===== config.mk =====
export PLATFORM = sky130hd
export DESIGN_NAME = regfile_write_bank_flat
export DESIGN_NICKNAME = d
export VERILOG_FILES = /design/src/rtl/regfile_write_bank_pkg.sv /design/src/rtl/regfile_write_bank_if.sv /design/src/rtl/regfile_write_bank_decoder1to32.sv /design/src/rtl/regfile_write_bank.sv /design/src/flat_wrapper.sv
export SDC_FILE = /design/constraint.sdc
export NUM_CORES = 1
export LEC_CHECK = 0
export ABC_AREA = 0
export CAP_MARGIN = 20
export CORE_AREA = 2 2 415 417
export DETAILED_ROUTE_END_ITERATION = 16
export DIE_AREA = 0 0 417 419
export GPL_ROUTABILITY_DRIVEN = 0
export PLACE_DENSITY_LB_ADDON = 0.15
export SKIP_LAST_GASP = 1
export SLEW_MARGIN = 20
export SYNTH_ARGS = -nofsm -noshare
export SYNTH_HDL_FRONTEND = slang
export SYNTH_SLANG_ARGS = --single-unit

===== constraint.sdc =====
create_clock -name clk -period 1.7 [get_ports clk]
set_input_delay 0.34 -clock clk [delete_from_list [all_inputs] [get_ports clk]]
set_output_delay 0.34 -clock clk [all_outputs]
set_load 0.01 [all_outputs]

===== src/rtl/regfile_write_bank_pkg.sv =====
`default_nettype none
// +------------------------------------------------------------------------+
// | regfile_write_bank_pkg : shared sizes, states and constants            |
// | Revision : 1.0                                                         |
// +------------------------------------------------------------------------+
package regfile_write_bank_pkg;

   localparam int REG_COUNT  = 32;
   localparam int REG_ADDR_W = 5;
   localparam int REG_WIDTH  = 32;
   localparam int WRCOUNT_W  = 16;

   typedef enum logic [0:0] {
      ST_IDLE  = 1'b0,
      ST_CLEAR = 1'b1
   } state_t;

   // The clear counter starts at 1, so its final value equals the cycle count.
   localparam logic [REG_ADDR_W-1:0] CLR_CYCLES = 5'd31;

endpackage : regfile_write_bank_pkg
`default_nettype wire


===== src/rtl/regfile_write_bank_if.sv =====
`default_nettype none
// +------------------------------------------------------------------------+
// | regfile_write_bank_if : valid/ready write-request bus                  |
// | Revision : 1.0                                                         |
// +------------------------------------------------------------------------+
interface regfile_write_bank_if
   import regfile_write_bank_pkg::*;
#(
   parameter int WIDTH = REG_WIDTH
);
   logic                  wr_valid;
   logic                  wr_ready;
   logic [REG_ADDR_W-1:0] wr_addr;
   logic [WIDTH-1:0]      wr_data;

   modport master (output wr_valid, output wr_addr, output wr_data, input wr_ready);
   modport slave  (input wr_valid, input wr_addr, input wr_data, output wr_ready);
endinterface : regfile_write_bank_if
`default_nettype wire


===== src/rtl/regfile_write_bank_decoder1to32.sv =====
`default_nettype none
// +------------------------------------------------------------------------+
// | decoder1to32 : 5-bit index to gated one-hot enable (combinational)     |
// | Revision : 1.0                                                         |
// +------------------------------------------------------------------------+
module decoder1to32
   import regfile_write_bank_pkg::*;
(
   input  wire                   i_en,
   input  wire  [REG_ADDR_W-1:0] i_addr,
   output logic [REG_COUNT-1:0]  o_onehot
);
   always_comb begin
      o_onehot         = '0;
      o_onehot[i_addr] = i_en;
   end
endmodule : decoder1to32
`default_nettype wire


===== src/rtl/regfile_write_bank.sv =====
`default_nettype none
// +------------------------------------------------------------------------+
// | regfile_write_bank : staged-write side of the 32x32 register file      |
// | Optional wr_count output enabled by macro REGFILE_WRCOUNT_EN.          |
// | Revision : 1.0                                                         |
// +------------------------------------------------------------------------+
module regfile_write_bank
   import regfile_write_bank_pkg::*;
#(
   parameter int WIDTH = REG_WIDTH,
   parameter int DEPTH = REG_COUNT
)
(
   input  wire                      clk,
   input  wire                      reset_n,
   regfile_write_bank_if.slave      wr,
   input  wire                      clr_req,
   output logic                     clr_busy,
   output logic                     commit_pulse,
   output logic [REG_ADDR_W-1:0]    commit_addr,
   output logic [WIDTH*DEPTH-1:0]   regs_flat
`ifdef REGFILE_WRCOUNT_EN
   ,
   output logic [WRCOUNT_W-1:0]     wr_count
`endif
);

   state_t                r_state;
   state_t                w_state_next;
   logic                  r_stg_valid;
   logic [REG_ADDR_W-1:0] r_stg_addr;
   logic [WIDTH-1:0]      r_stg_data;
   logic [REG_ADDR_W-1:0] r_clr_cnt;
   logic                  w_accept;
   logic                  w_clr_active;
   logic                  w_clr_last;
   logic [REG_COUNT-1:0]  w_commit_en;
   logic [REG_COUNT-1:0]  w_clear_en;
   logic                  w_unused_bit0;

   // clr_req outranks a simultaneous write request
   assign wr.wr_ready  = reset_n && (r_state == ST_IDLE) && !clr_req;
   assign w_accept     = wr.wr_valid && wr.wr_ready;
   assign w_clr_active = (r_state == ST_CLEAR);
   assign w_clr_last   = (r_clr_cnt == CLR_CYCLES);

   assign clr_busy     = w_clr_active;
   assign commit_pulse = r_stg_valid;
   assign commit_addr  = r_stg_addr;

   always_ff @(posedge clk or negedge reset_n) begin
      if (!reset_n) r_state <= ST_IDLE;
      else          r_state <= w_state_next;
   end

   always_comb begin
      w_state_next = r_state;
      case (r_state)
         ST_IDLE:  if (clr_req)    w_state_next = ST_CLEAR;
         ST_CLEAR: if (w_clr_last) w_state_next = ST_IDLE;
         default:                  w_state_next = ST_IDLE;
      endcase
   end

   always_ff @(posedge clk or negedge reset_n) begin
      if (!reset_n) begin
         r_stg_valid <= 1'b0;
         r_stg_addr  <= '0;
         r_stg_data  <= '0;
      end else begin
         r_stg_valid <= w_accept;
         if (w_accept) begin
            r_stg_addr <= wr.wr_addr;
            r_stg_data <= wr.wr_data;
         end
      end
   end

   // Preloaded with 1 while idle so the first clear cycle targets r1.
   always_ff @(posedge clk or negedge reset_n) begin
      if (!reset_n)                r_clr_cnt <= '0;
      else if (r_state == ST_IDLE) r_clr_cnt <= 5'd1;
      else                         r_clr_cnt <= r_clr_cnt + 5'd1;
   end

   decoder1to32 u_dec_commit (
      .i_en     (r_stg_valid),
      .i_addr   (r_stg_addr),
      .o_onehot (w_commit_en)
   );

   decoder1to32 u_dec_clear (
      .i_en     (w_clr_active),
      .i_addr   (r_clr_cnt),
      .o_onehot (w_clear_en)
   );

   // r0 has no storage, so its decode lines go nowhere
   assign w_unused_bit0        = w_commit_en[0] | w_clear_en[0];
   assign regs_flat[WIDTH-1:0] = '0;

   for (genvar r = 1; r < DEPTH; r++) begin : g_reg
      logic [WIDTH-1:0] r_q;
      always_ff @(posedge clk or negedge reset_n) begin
         if (!reset_n)            r_q <= '0;
         else if (w_clear_en[r])  r_q <= '0;
         else if (w_commit_en[r]) r_q <= r_stg_data;
      end
      assign regs_flat[WIDTH*r +: WIDTH] = r_q;
   end

`ifdef REGFILE_WRCOUNT_EN
   logic [WRCOUNT_W-1:0] r_wr_count;

   always_ff @(posedge clk or negedge reset_n) begin
      if (!reset_n)         r_wr_count <= '0;
      else if (r_stg_valid) r_wr_count <= r_wr_count + 16'd1;
   end

   assign wr_count = r_wr_count;
`endif

endmodule : regfile_write_bank
`default_nettype wire


===== src/flat_wrapper.sv =====
// flat-port wrapper written by rule: the top's interface ports become plain ports
module regfile_write_bank_flat import regfile_write_bank_pkg::*;
#(
   parameter int WIDTH = REG_WIDTH,
   parameter int DEPTH = REG_COUNT
)
  (clk, reset_n, clr_req, clr_busy, commit_pulse, commit_addr, regs_flat, wr_wr_valid, wr_wr_addr, wr_wr_data, wr_wr_ready);
  regfile_write_bank_if #(.WIDTH(WIDTH)) wr_i ();
  input  wire clk;
  input  wire reset_n;
  input  wire clr_req;
  output logic clr_busy;
  output logic commit_pulse;
  output logic [REG_ADDR_W-1:0] commit_addr;
  output logic [WIDTH*DEPTH-1:0] regs_flat;
  input wire logic [$bits(wr_i.wr_valid)-1:0] wr_wr_valid;
  input wire logic [$bits(wr_i.wr_addr)-1:0] wr_wr_addr;
  input wire logic [$bits(wr_i.wr_data)-1:0] wr_wr_data;
  output wire logic [$bits(wr_i.wr_ready)-1:0] wr_wr_ready;
  assign wr_i.wr_valid = wr_wr_valid;
  assign wr_i.wr_addr = wr_wr_addr;
  assign wr_i.wr_data = wr_wr_data;
  assign wr_wr_ready = wr_i.wr_ready;
  regfile_write_bank #(.WIDTH(WIDTH), .DEPTH(DEPTH)) u_core (.clk(clk), .reset_n(reset_n), .wr(wr_i), .clr_req(clr_req), .clr_busy(clr_busy), .commit_pulse(commit_pulse), .commit_addr(commit_addr), .regs_flat(regs_flat));
endmodule

==> results of run 1 <==
## stage by stage
step / setup TNS [ps] / util (%) / instance area, um2 / power, W
4_1_cts: -162700 / 36.3 / 61900 / 0.0861
2_1_floorplan: -5.14 / - / 44900 / 0.0365
5_1_grt: -182580 / 39.0 / 66500 / 0.0919
3_3_place_gp: -40320 / 35.9 / 61200 / 0.0578
6_report: -106590 / 39.0 / 66600 / 0.0902
3_5_place_dp: -46190 / 35.9 / 61200 / 0.0576
## logic make-up after synthesis
logic type / count (synthesis) / share of synthesized area, %
and+or+nand+nor: 1074 / 12.2
muxes: 38 / 0.953
DFF: 1036 / 57.9
other: 1 / 0.00838
xor gates and xnor gates: 2 / 0.0391
adders and majority gates: 5 / 0.140
AOI/OAI and AO/OA: 1984 / 22.2
buffers and inverters: 677 / 6.54
## cell usage after synthesis, types with 2 or more instances
cell type     n  area [um2]
o21ai_0     961        4810
nand3_1     998        4990
buf_6         5        56.3
nand4b_1      3        26.3
buf_2       163         816
and4b_1       3        30.0
nand2b_1      5        31.3
mux2_2       37         417
buf_4        39         293
clkbuf_1    431        1620
nor3_1        7        35.0
o21ai_1      31         155
buf_1        35         131
nor2_1       26        97.6
nand4bb_1     3        33.8
nand2_1       7        26.3
nand3b_1      3        22.5
and2_1        6        37.5
nor2b_1       2        12.5
dfrtp_1    1036       25900
inv_1         4        15.0
ha_1          5        62.6
a21oi_1     992        4960
and4bb_2      3        37.5
## critical path: cells and delay by family (launching register included)
kind / cells / cell delay (ps)
flops: 1 / 420
buf+inv: 5 / 840
simple gates: 1 / 310
compound gates: 2 / 280
## layout make-up
| class | instances | area, um2 | area share (%) |
|---|---|---|---|
| sequential | 1036 | 26000 | 39.1 |
| timing repair buffer | 1606 | 15200 | 22.8 |
| antenna | 24 | 60.1 | 0.0902 |
| tap | 2233 | 2790 | 4.20 |
| multi-input combinational | 3136 | 18200 | 27.4 |
| clock buffer | 197 | 3850 | 5.78 |
| clock inverter | 32 | 407 | 0.611 |
| inverter | 4 | 15.0 | 0.0226 |
## state kept, by name, summed over array words and instances, names as in the netlist
register,cells
u_core.commit_pulse,1
u_core.commit_addr,5
u_core.r_clr_cnt,5
u_core.g.r_q,992
u_core.r_stg_data,32
u_core.clr_busy,1
## worst paths after layout
check	endpoint	slack (ps)	startpoint
hold / removal	u_core.g_reg[30].r_q[5]	40	reset_n
hold reg to reg	u_core.g_reg[28].r_q[6]	530	u_core.g_reg[28].r_q[6]
setup reg to reg	u_core.g_reg[8].r_q[28]	-300	u_core.commit_addr[4]
max in group asynchronous	u_core.g_reg[9].r_q[8]	1030	reset_n
setup / recovery	u_core.g_reg[8].r_q[28]	-300	u_core.commit_addr[4]
min in group clk	u_core.r_stg_data[10]	190	wr_wr_data[10]
## placed cells by master (no fill, tap or decap), drive strengths merged, types with 7 or more instances in the layout
cell	count
buf	1501
dfrtp	1036
nand3	998
a21oi	992
o21ai	992
clkbuf	262
clkdlybuf4s50	39
mux2	37
conb	32
nor2	26
diode	24
clkinv	21
inv	11
nand2	7
nor3	7
## repair_timing
action / 4_1_cts / 5_1_grt
pin swaps: 4 / 172
cloned: 14 / 78
endpoints found under the hold margin: 0 / 0
gates resized for setup: 4246 / 583
setup buffers: 27 / 58
endpoints found under the setup margin: 1729 / 1406
## power by group
group | switching (W) | total, W | internal, W
Sequential | 0.000856 | 0.0262 | 0.0253
Combinational | 0.0260 | 0.0360 | 0.00995
Clock | 0.0120 | 0.0281 | 0.0161
Total | 0.0389 | 0.0902 | 0.0513
## routing by layer
layer | share of wire, % | wire length [um] | up-vias | track usage (%)
li1 | - | - | 19384 | -
met1 | 39 | 107000 | 24217 | 36.3
met2 | 47 | 130000 | 2528 | 46.2
met3 | 7.2 | 19800 | 608 | 4.80
met4 | 6.4 | 17400 | 0 | 16.4
met5 | 0 | 0 | - | 0
==> out/qor.txt, run 1 <==
status = complete, but fails checks
violated checks = negative setup slack
root buffer cell = clkbuf_16
I/O pins = 1073
Syn Inst Count = 4817
synthesized cell area = 44800 um2
# placed instances = 7842
TritonCTS clock tree = yes
setup ws final = -297 ps
die span in x = 417 um
initial antenna violation count = 35
H-tree depth = 4
Main synth FF type = dfrtp_1
WP data arrival = 2650 ps
worst slack at placement = -717 ps
Fin. Hold Viols = 0
largest net degree at the start of global routing = 102
fin crit share = 117%
P per Cell Area = 1360 nW/um2
RSZ-0062 raised after global routing = yes
Clock Skews = 29.0 ps
ANT nets after route = 0
gr usage total = 28.6%
vias in the first global route = 43663
fillers = 17043
syn avg cell area = 9.29 um2
clk sinks = 1036
cell-by-cell trace of the critical path = buf_8 -> buf_4 -> clkbuf_16 -> nand4bb_4 -> buf_4 -> clkbuf_16 -> o21ai_0 -> a21oi_2
r2r worst-path depth = 8
1st-iter DRT viols = 5220
Slew @ Worst Pin = 594 ps
Slew HR = 60.4%
Rows = 152
post-route insts no fill = 8268
FMAX = 501 MHz
Max rail drop VDD = 0.00125 V
Synth Warn # = 0
Post-synth ARST share = 100%
HPWL after detailed placement = 167000 um
Clock Latency Late Sink = 770 ps
Via Count = 46737
CP max FO = 17
cts bufs inserted = 131
Syn-to-layout area delta = 48.7%
post-synthesis cell type count = 36
share of cells above drive strength 1 = 36.9%
final setup violating endpoints = 1119
Worst path max stage delay = 420 ps
initial core utilization = 26.2%
Max Transition Viols Final = 0
CORE AREA = 171000 um2
total global routing overflow = 0
Synth Register Bits = 1036
sequential area share after synthesis = 57.9%
first-pass GRT wire length = 358000 um
drt drc = 0
Startpoint Class = flop
routed wire length per instance = 33.1 um
Port Buffers = 1040
Hold Crit Class = input port to asynchronous set/reset pin
register clock-pin slew on the reported worst setup and hold paths = 70 ps
Max Buffers Root-to-Sink = 3
DR vias/cell = 5.65
min Tclk post-route = 2000 ps
max-cap check violation count = 0
slowest CP cell = dfrtp_2
LEAKAGE = 30.3 nW
WP data required = 2350 ps
Die Area = 175000 um2
routed wire length = 274000 um
CTS Hold Bufs = 0
EDFF count, synth = 0
layout net count = 5961
Die Y = 419 um
Crit. End Element = flop
drt first pass iters = 6
Hold WS = 41.2 ps
Crit Path Class = flop to flop
(Power assumes the default switching activity.)
==> inputs of run 2 (changes only) <==
--- a/config.mk
+++ b/config.mk
@@ -6,7 +6,6 @@
 export NUM_CORES = 1
 export LEC_CHECK = 0
 export ABC_AREA = 0
-export CAP_MARGIN = 20
 export CORE_AREA = 2 2 415 417
 export DETAILED_ROUTE_END_ITERATION = 16
 export DIE_AREA = 0 0 417 419
==> results of run 2 <==
Final layout, timing and power as in run 1 (identical DEF).
